--- src/rtl/sound_arbiter_if.sv ---
// Request/grant and synthesizer-control bundle for sound_arbiter.
// slave = arbiter side, master = requesters + synthesizer side.
interface sound_arbiter_if #(
  parameter int OCT_W  = 2,
  parameter int NOTE_W = 3,
  parameter int LEN_W  = 3
);
  logic                  en;
  logic [2:0]            req;
  logic [3*OCT_W-1:0]    req_oct;
  logic [3*NOTE_W-1:0]   req_note;
  logic [3*LEN_W-1:0]    req_len;
  logic [2:0]            gnt;
  logic [2:0]            done;
  logic [2:0]            drop;
  logic                  snd_start;
  logic                  snd_abort;
  logic [OCT_W-1:0]      snd_oct;
  logic [NOTE_W-1:0]     snd_note;
  logic [LEN_W-1:0]      snd_len;
  logic                  snd_over;
  logic                  busy;

  modport slave (
    input  en, req, req_oct, req_note, req_len, snd_over,
    output gnt, done, drop, snd_start, snd_abort, snd_oct, snd_note, snd_len, busy
  );

  modport master (
    output en, req, req_oct, req_note, req_len, snd_over,
    input  gnt, done, drop, snd_start, snd_abort, snd_oct, snd_note, snd_len, busy
  );
endinterface

--- src/rtl/sound_arbiter.sv ---
// Shares one note synthesizer among live hit (0), record playback (1) and
// song autoplay (2). Fixed priority, silent gap after every note, and a
// live hit may cut short a lower-priority note. All outputs are flops.
module sound_arbiter #(
  parameter int OCT_W      = 2,
  parameter int NOTE_W     = 3,
  parameter int LEN_W      = 3,
  parameter int GAP_CYCLES = 16,
  parameter int TIMEOUT    = 2**24
) (
  input  logic           clk,
  input  logic           rst,
  sound_arbiter_if.slave bus
);
  localparam int TW = $clog2(TIMEOUT);
  localparam int GW = $clog2(GAP_CYCLES + 1);
  localparam logic [TW-1:0] T_LAST = TW'(TIMEOUT - 1);
  localparam logic [GW-1:0] G_LAST = GW'(GAP_CYCLES - 1);

  typedef enum logic [1:0] {IDLE, START, PLAY, GAP} state_t;

  state_t              state, state_n;
  logic [2:0]          gnt, gnt_n, done, done_n, drop, drop_n;
  logic                start, start_n, abort, abort_n, busy;
  logic [OCT_W-1:0]    oct, oct_n;
  logic [NOTE_W-1:0]   note, note_n;
  logic [LEN_W-1:0]    len, len_n;
  logic [TW-1:0]       tcnt, tcnt_n;
  logic [GW-1:0]       gcnt, gcnt_n;
  logic                req0_q;
  logic [1:0]          win;

  // Fixed priority: lowest index wins.
  assign win = bus.req[0] ? 2'd0 : (bus.req[1] ? 2'd1 : 2'd2);

  assign bus.gnt       = gnt;
  assign bus.done      = done;
  assign bus.drop      = drop;
  assign bus.snd_start = start;
  assign bus.snd_abort = abort;
  assign bus.snd_oct   = oct;
  assign bus.snd_note  = note;
  assign bus.snd_len   = len;
  assign bus.busy      = busy;

  // Next state plus next value of every registered output.
  always_comb begin
    state_n = state;
    gnt_n   = gnt;
    done_n  = '0;
    drop_n  = '0;
    start_n = 1'b0;
    abort_n = 1'b0;
    oct_n   = oct;
    note_n  = note;
    len_n   = len;
    tcnt_n  = tcnt;
    gcnt_n  = gcnt;
    if (!bus.en) begin
      // Disable kills any note in flight; the owner learns via drop.
      state_n = IDLE;
      gnt_n   = '0;
      tcnt_n  = '0;
      gcnt_n  = '0;
      if (state == START || state == PLAY) begin
        abort_n = 1'b1;
        drop_n  = gnt;
      end
    end else begin
      case (state)
        IDLE: if (|bus.req) begin
          gnt_n   = 3'(3'b001 << win);
          oct_n   = bus.req_oct[win*OCT_W +: OCT_W];
          note_n  = bus.req_note[win*NOTE_W +: NOTE_W];
          len_n   = bus.req_len[win*LEN_W +: LEN_W];
          state_n = START;
        end
        START: begin
          start_n = 1'b1;
          tcnt_n  = '0;
          state_n = PLAY;
        end
        PLAY: begin
          // Normal completion beats a simultaneous preemption.
          if (bus.snd_over) begin
            done_n  = gnt;
            state_n = GAP;
          end else if (bus.req[0] && !req0_q && !gnt[0]) begin
            abort_n = 1'b1;
            drop_n  = gnt;
            state_n = GAP;
          end else if (tcnt == T_LAST) begin
            abort_n = 1'b1;
            drop_n  = gnt;
            state_n = GAP;
          end else begin
            tcnt_n = tcnt + 1'b1;
          end
          if (state_n == GAP) begin
            gnt_n  = '0;
            tcnt_n = '0;
            gcnt_n = '0;
          end
        end
        GAP: begin
          if (gcnt == G_LAST) begin
            gcnt_n  = '0;
            state_n = IDLE;
          end else begin
            gcnt_n = gcnt + 1'b1;
          end
        end
        default: state_n = IDLE;
      endcase
    end
  end

  // State and output registers; req0_q feeds live-hit rise detection.
  always_ff @(posedge clk or posedge rst) begin
    if (rst) begin
      state  <= IDLE;
      gnt    <= '0;
      done   <= '0;
      drop   <= '0;
      start  <= 1'b0;
      abort  <= 1'b0;
      oct    <= '0;
      note   <= '0;
      len    <= '0;
      tcnt   <= '0;
      gcnt   <= '0;
      busy   <= 1'b0;
      req0_q <= 1'b0;
    end else begin
      state  <= state_n;
      gnt    <= gnt_n;
      done   <= done_n;
      drop   <= drop_n;
      start  <= start_n;
      abort  <= abort_n;
      oct    <= oct_n;
      note   <= note_n;
      len    <= len_n;
      tcnt   <= tcnt_n;
      gcnt   <= gcnt_n;
      busy   <= (state_n != IDLE);
      req0_q <= bus.req[0];
    end
  end
endmodule

--- src/flat_wrapper.sv ---
// flat-port wrapper written by rule: the top's interface ports become plain ports
module sound_arbiter_flat 
#(
  parameter int OCT_W      = 2,
  parameter int NOTE_W     = 3,
  parameter int LEN_W      = 3,
  parameter int GAP_CYCLES = 16,
  parameter int TIMEOUT    = 2**24
)
  (clk, rst, bus_en, bus_req, bus_req_oct, bus_req_note, bus_req_len, bus_snd_over, bus_gnt, bus_done, bus_drop, bus_snd_start, bus_snd_abort, bus_snd_oct, bus_snd_note, bus_snd_len, bus_busy);
  sound_arbiter_if #(.OCT_W(OCT_W), .NOTE_W(NOTE_W), .LEN_W(LEN_W)) bus_i ();
  input  logic clk;
  input  logic rst;
  input wire logic [$bits(bus_i.en)-1:0] bus_en;
  input wire logic [$bits(bus_i.req)-1:0] bus_req;
  input wire logic [$bits(bus_i.req_oct)-1:0] bus_req_oct;
  input wire logic [$bits(bus_i.req_note)-1:0] bus_req_note;
  input wire logic [$bits(bus_i.req_len)-1:0] bus_req_len;
  input wire logic [$bits(bus_i.snd_over)-1:0] bus_snd_over;
  output wire logic [$bits(bus_i.gnt)-1:0] bus_gnt;
  output wire logic [$bits(bus_i.done)-1:0] bus_done;
  output wire logic [$bits(bus_i.drop)-1:0] bus_drop;
  output wire logic [$bits(bus_i.snd_start)-1:0] bus_snd_start;
  output wire logic [$bits(bus_i.snd_abort)-1:0] bus_snd_abort;
  output wire logic [$bits(bus_i.snd_oct)-1:0] bus_snd_oct;
  output wire logic [$bits(bus_i.snd_note)-1:0] bus_snd_note;
  output wire logic [$bits(bus_i.snd_len)-1:0] bus_snd_len;
  output wire logic [$bits(bus_i.busy)-1:0] bus_busy;
  assign bus_i.en = bus_en;
  assign bus_i.req = bus_req;
  assign bus_i.req_oct = bus_req_oct;
  assign bus_i.req_note = bus_req_note;
  assign bus_i.req_len = bus_req_len;
  assign bus_i.snd_over = bus_snd_over;
  assign bus_gnt = bus_i.gnt;
  assign bus_done = bus_i.done;
  assign bus_drop = bus_i.drop;
  assign bus_snd_start = bus_i.snd_start;
  assign bus_snd_abort = bus_i.snd_abort;
  assign bus_snd_oct = bus_i.snd_oct;
  assign bus_snd_note = bus_i.snd_note;
  assign bus_snd_len = bus_i.snd_len;
  assign bus_busy = bus_i.busy;
  sound_arbiter #(.OCT_W(OCT_W), .NOTE_W(NOTE_W), .LEN_W(LEN_W), .GAP_CYCLES(GAP_CYCLES), .TIMEOUT(TIMEOUT)) u_core (.clk(clk), .rst(rst), .bus(bus_i));
endmodule
--- config.mk ---
export PLATFORM = sky130hd
export DESIGN_NAME = sound_arbiter_flat
export DESIGN_NICKNAME = d
export VERILOG_FILES = /design/src/rtl/sound_arbiter_if.sv /design/src/rtl/sound_arbiter.sv /design/src/flat_wrapper.sv
export SDC_FILE = /design/constraint.sdc
export NUM_CORES = 1
export LEC_CHECK = 0
export BUFFER_PORTS_ARGS = -buffer_cell sky130_fd_sc_hd__buf_2
export CORE_MARGIN = 5
export CORE_UTILIZATION = 50
export DETAILED_ROUTE_END_ITERATION = 10
export GPL_TIMING_DRIVEN = 0
export PLACE_DENSITY = 0.83
export SLEW_MARGIN = 20
export SYNTH_ARGS = -nofsm -noshare
export SYNTH_HDL_FRONTEND = slang
export SYNTH_SLANG_ARGS = --single-unit
--- constraint.sdc ---
create_clock -name clk -period 2 [get_ports clk]
set_clock_uncertainty 0.1 [all_clocks]
set_input_delay 0.3 -clock clk [delete_from_list [all_inputs] [get_ports clk]]
set_output_delay 0.3 -clock clk [all_outputs]
set_load 0.05 [all_outputs]
## Yosys cells after proc, flatten, opt, wreduce, memory -nomap -nowiden

Cells that the tools add are included.

| operators by class | value |
|---|---|
| add/sub/neg operators | 2 |
| multipliers | 1 |
| eq/ne operators | 14 |
| shift-type cells | 4 |
| multiplexer cells | 42 |
| reductions and logical operators | 12 |

Operators by type and width:

| kind | count |
|---|---|
| 24-bit two-way mux | 5 |
| 24-bit case mux with 2 select lines | 1 |
| 3-bit two-way mux | 12 |
| 24-bit by 1-bit adder with 24-bit output, second input constant | 1 |
| 24-bit == test, second input constant | 1 |
| 2-bit two-way mux | 10 |
| 9-bit by 5-bit variable part select with 3-bit output | 2 |
| 5-bit two-way mux | 3 |
| 4-bit inequality test, second input constant | 3 |
| 5-bit case mux with 2 select lines | 1 |
| 3-bit by 1-bit inequality test with 1-bit output, second input constant | 3 |
| 1-bit two-way mux | 8 |
| 2-bit case mux with 4 select lines | 1 |
| 2-bit == test, second input constant | 3 |
| 3-bit case mux with 2 select lines | 1 |
| 3-bit AND reduction | 2 |
| 6-bit by 4-bit variable part select with 2-bit output | 1 |
| 5-bit by 1-bit adder with 5-bit output, second input constant | 1 |
| 5-bit by 4-bit == test with 1-bit output, second input constant | 1 |
| 2-bit by 2-bit multiplier with 4-bit output, second input constant | 1 |
| 4-bit AND reduction | 1 |
| 3-bit by 2-bit inequality test with 1-bit output, second input constant | 1 |
| 3-bit inequality test, second input constant | 1 |
| 3-bit OR reduction | 1 |
| other kinds (8) | 10 |

| storage, ports and cells | value |
|---|---|
| register bits after elaboration | 52 |
| bits of input ports | 31 |
| output and inout port bits | 20 |
| word-level logic and storage cells | 88 |

## Logic depth before layout (Yosys ltp)

Gate-level depths: netlist (run 1).

| logic depth | value |
|---|---|
| word-level depth | 11 |
| mapped depth | 8 |
| gate-level depth less buffers | 7 |

## Worst setup path after synthesis (run 1)

OpenSTA, ideal clock, no wires.

| path | value |
|---|---|
| path kind | reg-to-reg |
| from | reg u_core.state[0] |
| to | reg u_core.tcnt[10] |
| setup time | 0.121 ns |
| data arrival time | 1.751 ns |
| data required time | 1.779 ns |
| path slack | 0.027 ns |
| cell stages (with the launch flop) | 9 |
| buffers on the path | 1 |
| clock period less this slack | 1.973 ns |
| cells stage by stage | dfrtp_1 -> inv_1 -> ha_1 -> nor3b_1 -> buf_2 -> nor3_1 -> nand3_1 -> xor2_1 -> nor2_1 |

| on the way | value |
|---|---|
| cells in the longest elaborated chain, start to end | 9 |
| elaborated cells on any way between the ends | 16 |
| classes of those cells | eq/ne (7); mux (8); reduce/logical (1) |

RTL lines:

| what | line | RTL |
|---|---|---|
| start: declaration | sound_arbiter.sv:22 | `state_t state, state_n;` |
| start signal: assignment | sound_arbiter.sv:135 | `state <= state_n;` |
| 2-bit two-way mux | sound_arbiter.sv:92 | `end else if (tcnt == T_LAST) begin` |
| 2-bit two-way mux | sound_arbiter.sv:88 | `end else if (bus.req[0] && !req0_q && !gnt[0]) begin` |
| 2-bit two-way mux | sound_arbiter.sv:85 | `if (bus.snd_over) begin` |
| 2-bit two-way mux | sound_arbiter.sv:70 | `case (state)` |
| 2-bit two-way mux | sound_arbiter.sv:59 | `if (!bus.en) begin` |
| 2-bit == test | sound_arbiter.sv:99 | `if (state_n == GAP) begin` |
| 24-bit two-way mux | sound_arbiter.sv:99 |  |
| 24-bit case mux with 2 select lines | sound_arbiter.sv:70 |  |
| 24-bit two-way mux | sound_arbiter.sv:59 |  |
| end signal: assignment | sound_arbiter.sv:144 | `tcnt <= tcnt_n;` |
| end: declaration | sound_arbiter.sv:28 | `logic [TW-1:0] tcnt, tcnt_n;` |

Several ways; a longest one is shown, not always the timed one. The select of a mux whose other input is x is not followed.
A chain may end at the register's enable or synchronous reset.

## Worst setup path after layout (run 1)

| path | value |
|---|---|
| from | reg u_core.tcnt[0] |
| to | reg u_core.gcnt[0] |

| on the way | value |
|---|---|
| cells in the longest elaborated chain, start to end | 9 |

RTL lines:

| what | line | RTL |
|---|---|---|
| 24-bit == test | sound_arbiter.sv:92 |  |
| 2-bit two-way mux | sound_arbiter.sv:92 |  |
| 2-bit two-way mux | sound_arbiter.sv:88 |  |
| 2-bit two-way mux | sound_arbiter.sv:85 |  |
| 2-bit two-way mux | sound_arbiter.sv:70 |  |
| 2-bit two-way mux | sound_arbiter.sv:59 |  |
| 2-bit == test | sound_arbiter.sv:99 |  |
| 3-bit inequality test (no source line) | n/a |  |
| 2-bit AND reduction (no source line) | n/a |  |
| end signal: assignment | sound_arbiter.sv:145 | `gcnt <= gcnt_n;` |
| end: declaration | sound_arbiter.sv:29 | `logic [GW-1:0] gcnt, gcnt_n;` |

Every way passes these cells. The select of a mux whose other input is x is not followed.

==> results_dict.tcl, run 1 <==
set metrics [dict create \
    drt_wl_total_um 6090 \
    finalHoldViolCount 0 \
    syn_inst 274 \
    portBuffers 50 \
    first_iter_violations 150 \
    grt_pass1_vias 2339 \
    die-area_mm2 0.00697 \
    fmax_mhz 505 \
    pin_count 51 \
    crit_slowest_cell "dfrtp_1" \
    yosysWarningCount 0 \
    hold_class "in2reg" \
    finalCritPeriodShare_pct 99.1 \
    antenna_found_initial 0 \
    syn-num-nets 311 \
    insertedDiodeCount 0 \
    viasPerCell 5.23 \
    cp_max_fo 5 \
    synthDistinctLibCells 41 \
    peakVddDrop_uv 881 \
    ant_nets 0 \
    setup_tns_ns 0 \
    worstMarginPinSlew_ns 0.611 \
    final_common_cell "buf_2" \
    dr_total_vias 2222 \
    floorplan.initialDensity_pct 52.2 \
    crit_chain "ha_4 > nand3_4 > nor4_4 > a21oi_4 > buf_6 > o21bai_4 > a22o_1" \
    rsz0062_at_grt "true" \
    powerDensity_mw_per_mm2 944 \
    final_layout_size_suffix_gt1_share_pct 30.4 \
    drv_cap 0 \
    postSynthAreaPerCell_um2 9.85 \
    clkTransAtPathRegs_ns 0.09 \
    cp.required_ns 2.09 \
    grt_max_degree 28 \
    synth_edf_count 0 \
    path_buf_inv 1 \
    clock_latency_ns 0.31 \
    worst_setup_path_start_kind "register" \
    yosys-top-cells-area "dfrtp_1, nor2_1, xor2_1, mux2i_1, nand2_1" \
    setup-violations-final 0 \
    hpwl_um 4120 \
    cts-root-buf "clkbuf_8" \
    track_usage_pct 17.4 \
    syn_area_mm2 0.00270 \
    nets 391 \
    htree_levels 2 \
    wire_per_inst_um 14.3 \
    slew_headroom_pct 59.3 \
    placed_area_mm2 0.00306 \
    cts_buffers 5 \
    coreArea_mm2 0.00517 \
    final_area_mm2 0.00346 \
    status "completed" \
    post-route-min-period_ns 1.98 \
    die_w_um 83.5 \
    drc 0 \
    rows 26 \
    area_growth_pct 28.1 \
    layout_common_cells "buf_2, dfrtp_1, nor2_1" \
    worstSetupPathType "reg2reg" \
    synth_top_flop_cell "dfrtp_1" \
    synth_top_area_share_pct 48.2 \
    grt_pass1_wl_um 10400 \
    cts_tree "done" \
    cts.sinks 52 \
    final_core_util_pct 66.9 \
    worstPathArrival_ns 2.07 \
    die_h_um 83.5 \
    cp_top_family "compound AO/OA/AOI/OAI gates" \
    gp_congestion 0.857 \
    synth_seq_area_share_pct 48.2 \
    drt_first_pass_iters 4 \
    cellLeakagePower_nw 1.70 \
    synthArstFlopShare_pct 100 \
    grt_overflow 0 \
    clk_path_buf_depth 2 \
    ys_seq_elements 52 \
    worst_setup_path_end_kind "register" \
    slowest_delay_ns 0.43 \
    synth_largest_area_cell "dfrtp_1" \
    slew_violations 0 \
]
## cells in the mapped netlist (all sizes together) (3+ instances only)
cell	number
ha	6
mux2i	9
nand2b	4
nand3	14
nand4	8
nor2b	3
o21ai	15
nand2	24
buf	4
clkbuf	7
nor3b	3
dfrtp	52
xor2	12
a21o	5
inv	10
nor3	4
nor2	37
nand3b	3
a21oi	15
a22o	10
xnor2	5
and2	8
nor4	4
## registers in the layout (all words and copies together), names as in the netlist
name                  flops
u_core.req0_q             1
u_core.bus.snd_note       3
u_core.bus.snd_abort      1
u_core.bus.drop           3
u_core.bus.snd_len        3
u_core.state              2
u_core.bus.gnt            3
u_core.bus.done           3
u_core.bus.snd_oct        2
u_core.tcnt              24
u_core.bus.snd_start      1
u_core.gcnt               5
u_core.bus.busy           1
## kinds of logic (layout without fill, tap and decap cells)
kind of cell,count (synthesis),in the layout,share of synthesized area (%)
AND/OR/NAND/NOR,115,115,23.0
AO/OA/AOI/OAI,53,53,13.4
flip-flops,52,52,48.2
buffers and inverters,21,102,3.34
XOR/XNOR,17,17,5.51
multiplexers,10,10,3.75
adder cells (fa/ha/maj),6,6,2.78
## stage by stage
stage / setup WS [ns] / hold WS [ns] / cells / total power, mW
after floorplan: 0.0273 / 0.231 / 274 / 2.07
after global placement: -0.322 / 0.345 / 394 / 2.32
after global routing: -0.0936 / 0.0160 / 425 / 3.44
after detailed placement: -0.377 / 0.299 / 395 / 2.35
after CTS: 0.00823 / 0.0212 / 409 / 3.20
final: 0.0183 / 0.0233 / 425 / 3.27
## final timing paths
| path | slack (ns) | cells past startpoint | endpoint | startpoint |
|---|---|---|---|---|
| hold reg to reg | 0.38 | 2 | u_core.bus.snd_len[1]$_DFFE_PP0P_ | u_core.bus.snd_len[1]$_DFFE_PP0P_ |
| min in group asynchronous | 0.49 | 3 | u_core.bus.snd_note[1]$_DFFE_PP0P_ | rst |
| max in group asynchronous | 0.77 | 4 | u_core.tcnt[18]$_DFFE_PP0P_ | rst |
| setup reg to reg | 0.02 | 7 | u_core.gcnt[0]$_DFFE_PP0P_ | u_core.tcnt[0]$_DFFE_PP0P_ |
| hold / removal | 0.02 | 1 | u_core.req0_q$_DFF_PP0_ | bus_req[0] |
| setup / recovery | 0.02 | 7 | u_core.gcnt[0]$_DFFE_PP0P_ | u_core.tcnt[0]$_DFFE_PP0P_ |
## power by group
group | internal (mW) | switching [mW] | total (mW)
clock network | 0.442 | 0.339 | 0.781
registers | 1.18 | 0.0882 | 1.27
logic | 0.383 | 0.834 | 1.22
total | 2.00 | 1.26 | 3.27
## layout make-up
| type | instances | area (um^2) |
|---|---|---|
| fill | 393 | 1710 |
| clock inverter | 1 | 30.0 |
| timing repair buffer | 74 | 443 |
| multi-input combinational | 201 | 1400 |
| sequential | 52 | 1300 |
| buffer | 10 | 60.1 |
| tap | 70 | 87.6 |
| clock buffer | 7 | 96.3 |
| inverter | 10 | 40.0 |
## repair_timing
| item | CTS | global route |
|---|---|---|
| hold buffers | 1 | 0 |
| cloned | 1 | 0 |
| setup endpoints to repair | 40 | 40 |
| setup buffers | 5 | 16 |
| gates resized for setup | 13 | 13 |
| endpoints found under the hold margin | 26 | 0 |
| pin swaps | 2 | 13 |
## layer usage
metal | vias to the layer above | wire length [um] | track usage (%)
met3 | 4 | 294 | 4.05
met2 | 49 | 3110 | 29.4
met4 | 0 | 25 | 5.12
li1 | 1106 | - | -
met1 | 1063 | 2660 | 22.2
met5 | - | 0 | 0
(Power assumes the default switching activity.)
==> run 2: changes to the inputs <==
Settings changed: CORE_MARGIN 5 to unset, CORE_UTILIZATION 50 to 28, PLACE_DENSITY 0.83 to 0.53.
Clock period 2 ns to 2.5 ns, I/O delays scaled along.
==> results_dict.tcl, run 2 (synthesized netlist as in run 1, its figures left out) <==
set metrics [dict create \
    clk_path_buf_depth 2 \
    hpwl_um 4110 \
    seqPwrFrac_pct 42.3 \
    rrSetupSlack_ns 0.21 \
    hold_class "in2async" \
    drt_first_pass_iters 6 \
    floorplan.initialDensity_pct 29.1 \
    worst_setup_path_end_kind "register" \
    rsz0062_at_grt "false" \
    drc 0 \
    top_register "u_core.tcnt" \
    drv_cap 0 \
    htree_levels 2 \
    die-area_mm2 0.0100 \
    reg2reg_from "u_core.state[0]$_DFF_PP0_" \
    largest_register_ffs 24 \
    worstSetupPathType "reg2reg" \
    die_h_um 100 \
    grt_max_degree 53 \
    final_common_cell "buf_2" \
    setup-violations-final 0 \
    antenna_found_initial 0 \
    slew_violations 0 \
    wire_per_inst_um 12.3 \
    slew_headroom_pct 56.9 \
    worst_setup_path_start_kind "register" \
    clkTransAtPathRegs_ns 0.10 \
    track_usage_pct 12.4 \
    grt_pass1_vias 2091 \
    crit_end "u_core.tcnt[14]$_DFFE_PP0P_" \
    startpoint "u_core.state[0]$_DFF_PP0_" \
    instances_no_fill 461 \
    switching_share_pct 41.6 \
    grt_overflow 0 \
    ant_nets 0 \
    portBuffers 50 \
    gp_congestion 0.787 \
    final_core_util_pct 34.7 \
    cts-root-buf "clkbuf_8" \
    r2r_end "u_core.tcnt[14]$_DFFE_PP0P_" \
    insertedDiodeCount 0 \
    reg_top3 "u_core.tcnt (24), u_core.gcnt (5)" \
    area_growth_pct 19.4 \
    rows 35 \
    clockPowerShare_pct 21.8 \
    first_iter_violations 56 \
    grt_pass1_wl_um 10000 \
    cp.required_ns 2.60 \
    internal_power_mw 1.39 \
    final_layout_size_suffix_gt1_share_pct 22.9 \
    die_w_um 100 \
    setup_tns_ns 0 \
    pin_count 51 \
    switchingPower_mw 0.993 \
    status "completed" \
    power_mw 2.39 \
    post-route-min-period_ns 2.29 \
    worstPathArrival_ns 2.39 \
    cts_tree "done" \
    nets 368 \
    powerDensity_mw_per_mm2 740 \
    fmax_mhz 437 \
    cellLeakagePower_nw 1.55 \
    coreArea_mm2 0.00928 \
    dr_total_vias 2096 \
    cp_max_fo 8 \
    reg2reg_depth 7 \
    worstMarginPinSlew_ns 0.646 \
    dp.cells 453 \
    drt_wl_total_um 5670 \
    peakVddDrop_uv 446 \
    p_comb_share_pct 35.9 \
    cts.sinks 52 \
    finalHoldViolCount 0 \
    finalCritPeriodShare_pct 91.5 \
    layout_common_cells "buf_2, dfrtp_1, nor2_1" \
    viasPerCell 4.55 \
    clock_latency_ns 0.31 \
    fin_hold_ws_ns 0.0492 \
    cts_buffers 5 \
]
==> run 2: cell count changes in the layout (fill, tap and decap cells not counted), moves of 2 or more <==
| cell | previous run | this run |
|---|---|---|
| buf_2 | 51 | 53 |
| buf_4 | 23 | 0 |
| dfrtp_1 | 50 | 52 |
| dfrtp_2 | 2 | 0 |
| ha_1 | 3 | 6 |
| ha_4 | 2 | 0 |
| nand3_1 | 11 | 13 |
==> run 2: final cells by class <==
cell class                 instances  area (um^2)
fill                             989         6060
multi-input combinational        201         1320
sequential                        52         1300
timing repair buffer              50          250
tap                              129          161
clock buffer                       6         82.6
buffer                            11         52.6
inverter                          10         40.0
clock inverter                     2         13.8
==> run 2: stage by stage <==
stage | area [um^2] | setup WS, ns
finish | 3220 | 0.213
global route | 3220 | 0.0164
CTS | 3210 | 0.0402
detailed placement | 3110 | 0.0574
global placement | 3110 | 0.0524
floorplan | 2700 | 0.527
==> run 2: metal layers <==
metal | global-route usage, % | vias up | share of wire [%] | routed length, um
met5 | 0 | - | 0 | 0
met3 | 2.65 | 7 | 3.7 | 211
li1 | - | 1063 | - | -
met1 | 16.4 | 978 | 49 | 2810
met4 | 3.90 | 0 | 1.1 | 64
met2 | 20.3 | 48 | 46 | 2590
==> run 2: worst min path at each step <==
| stage | startpoint | endpoint |
|---|---|---|
| floorplan | bus_req[0] | u_core.req0_q$_DFF_PP0_ |
| global placement | u_core.bus.snd_len[1]$_DFFE_PP0P_ | u_core.bus.snd_len[1]$_DFFE_PP0P_ |
| detailed placement | u_core.bus.snd_note[2]$_DFFE_PP0P_ | u_core.bus.snd_note[2]$_DFFE_PP0P_ |
| CTS | rst | u_core.tcnt[18]$_DFFE_PP0P_ |
| global route | bus_req[0] | u_core.req0_q$_DFF_PP0_ |
| finish | rst | u_core.tcnt[18]$_DFFE_PP0P_ |
==> run 2: worst max-delay path: stages, from the launching register on <==
cell	delay [ns]
dfrtp_1	0.47
inv_1	0.13
ha_1	0.33
nor3b_2	0.13
nor4_2	0.59
nor2b_1	0.23
xnor2_1	0.13
nor2_1	0.05
==> run 2: repair_timing <==
| action | CTS | global route |
|---|---|---|
| resized for setup | 0 | 2 |
| hold buffers | 0 | 0 |
| setup endpoints to repair | 0 | 13 |
| buffers inserted | 0 | 0 |
==> run 2: power by group through the flow <==
stage	combinational (mW)	sequential, mW	clock [mW]
after CTS	0.861	1.01	0.541
after global routing	0.945	1.02	0.572
after detailed placement	0.860	1.03	0
final	0.857	1.01	0.522
after global placement	0.847	1.02	0
after floorplan	0.323	1.34	0
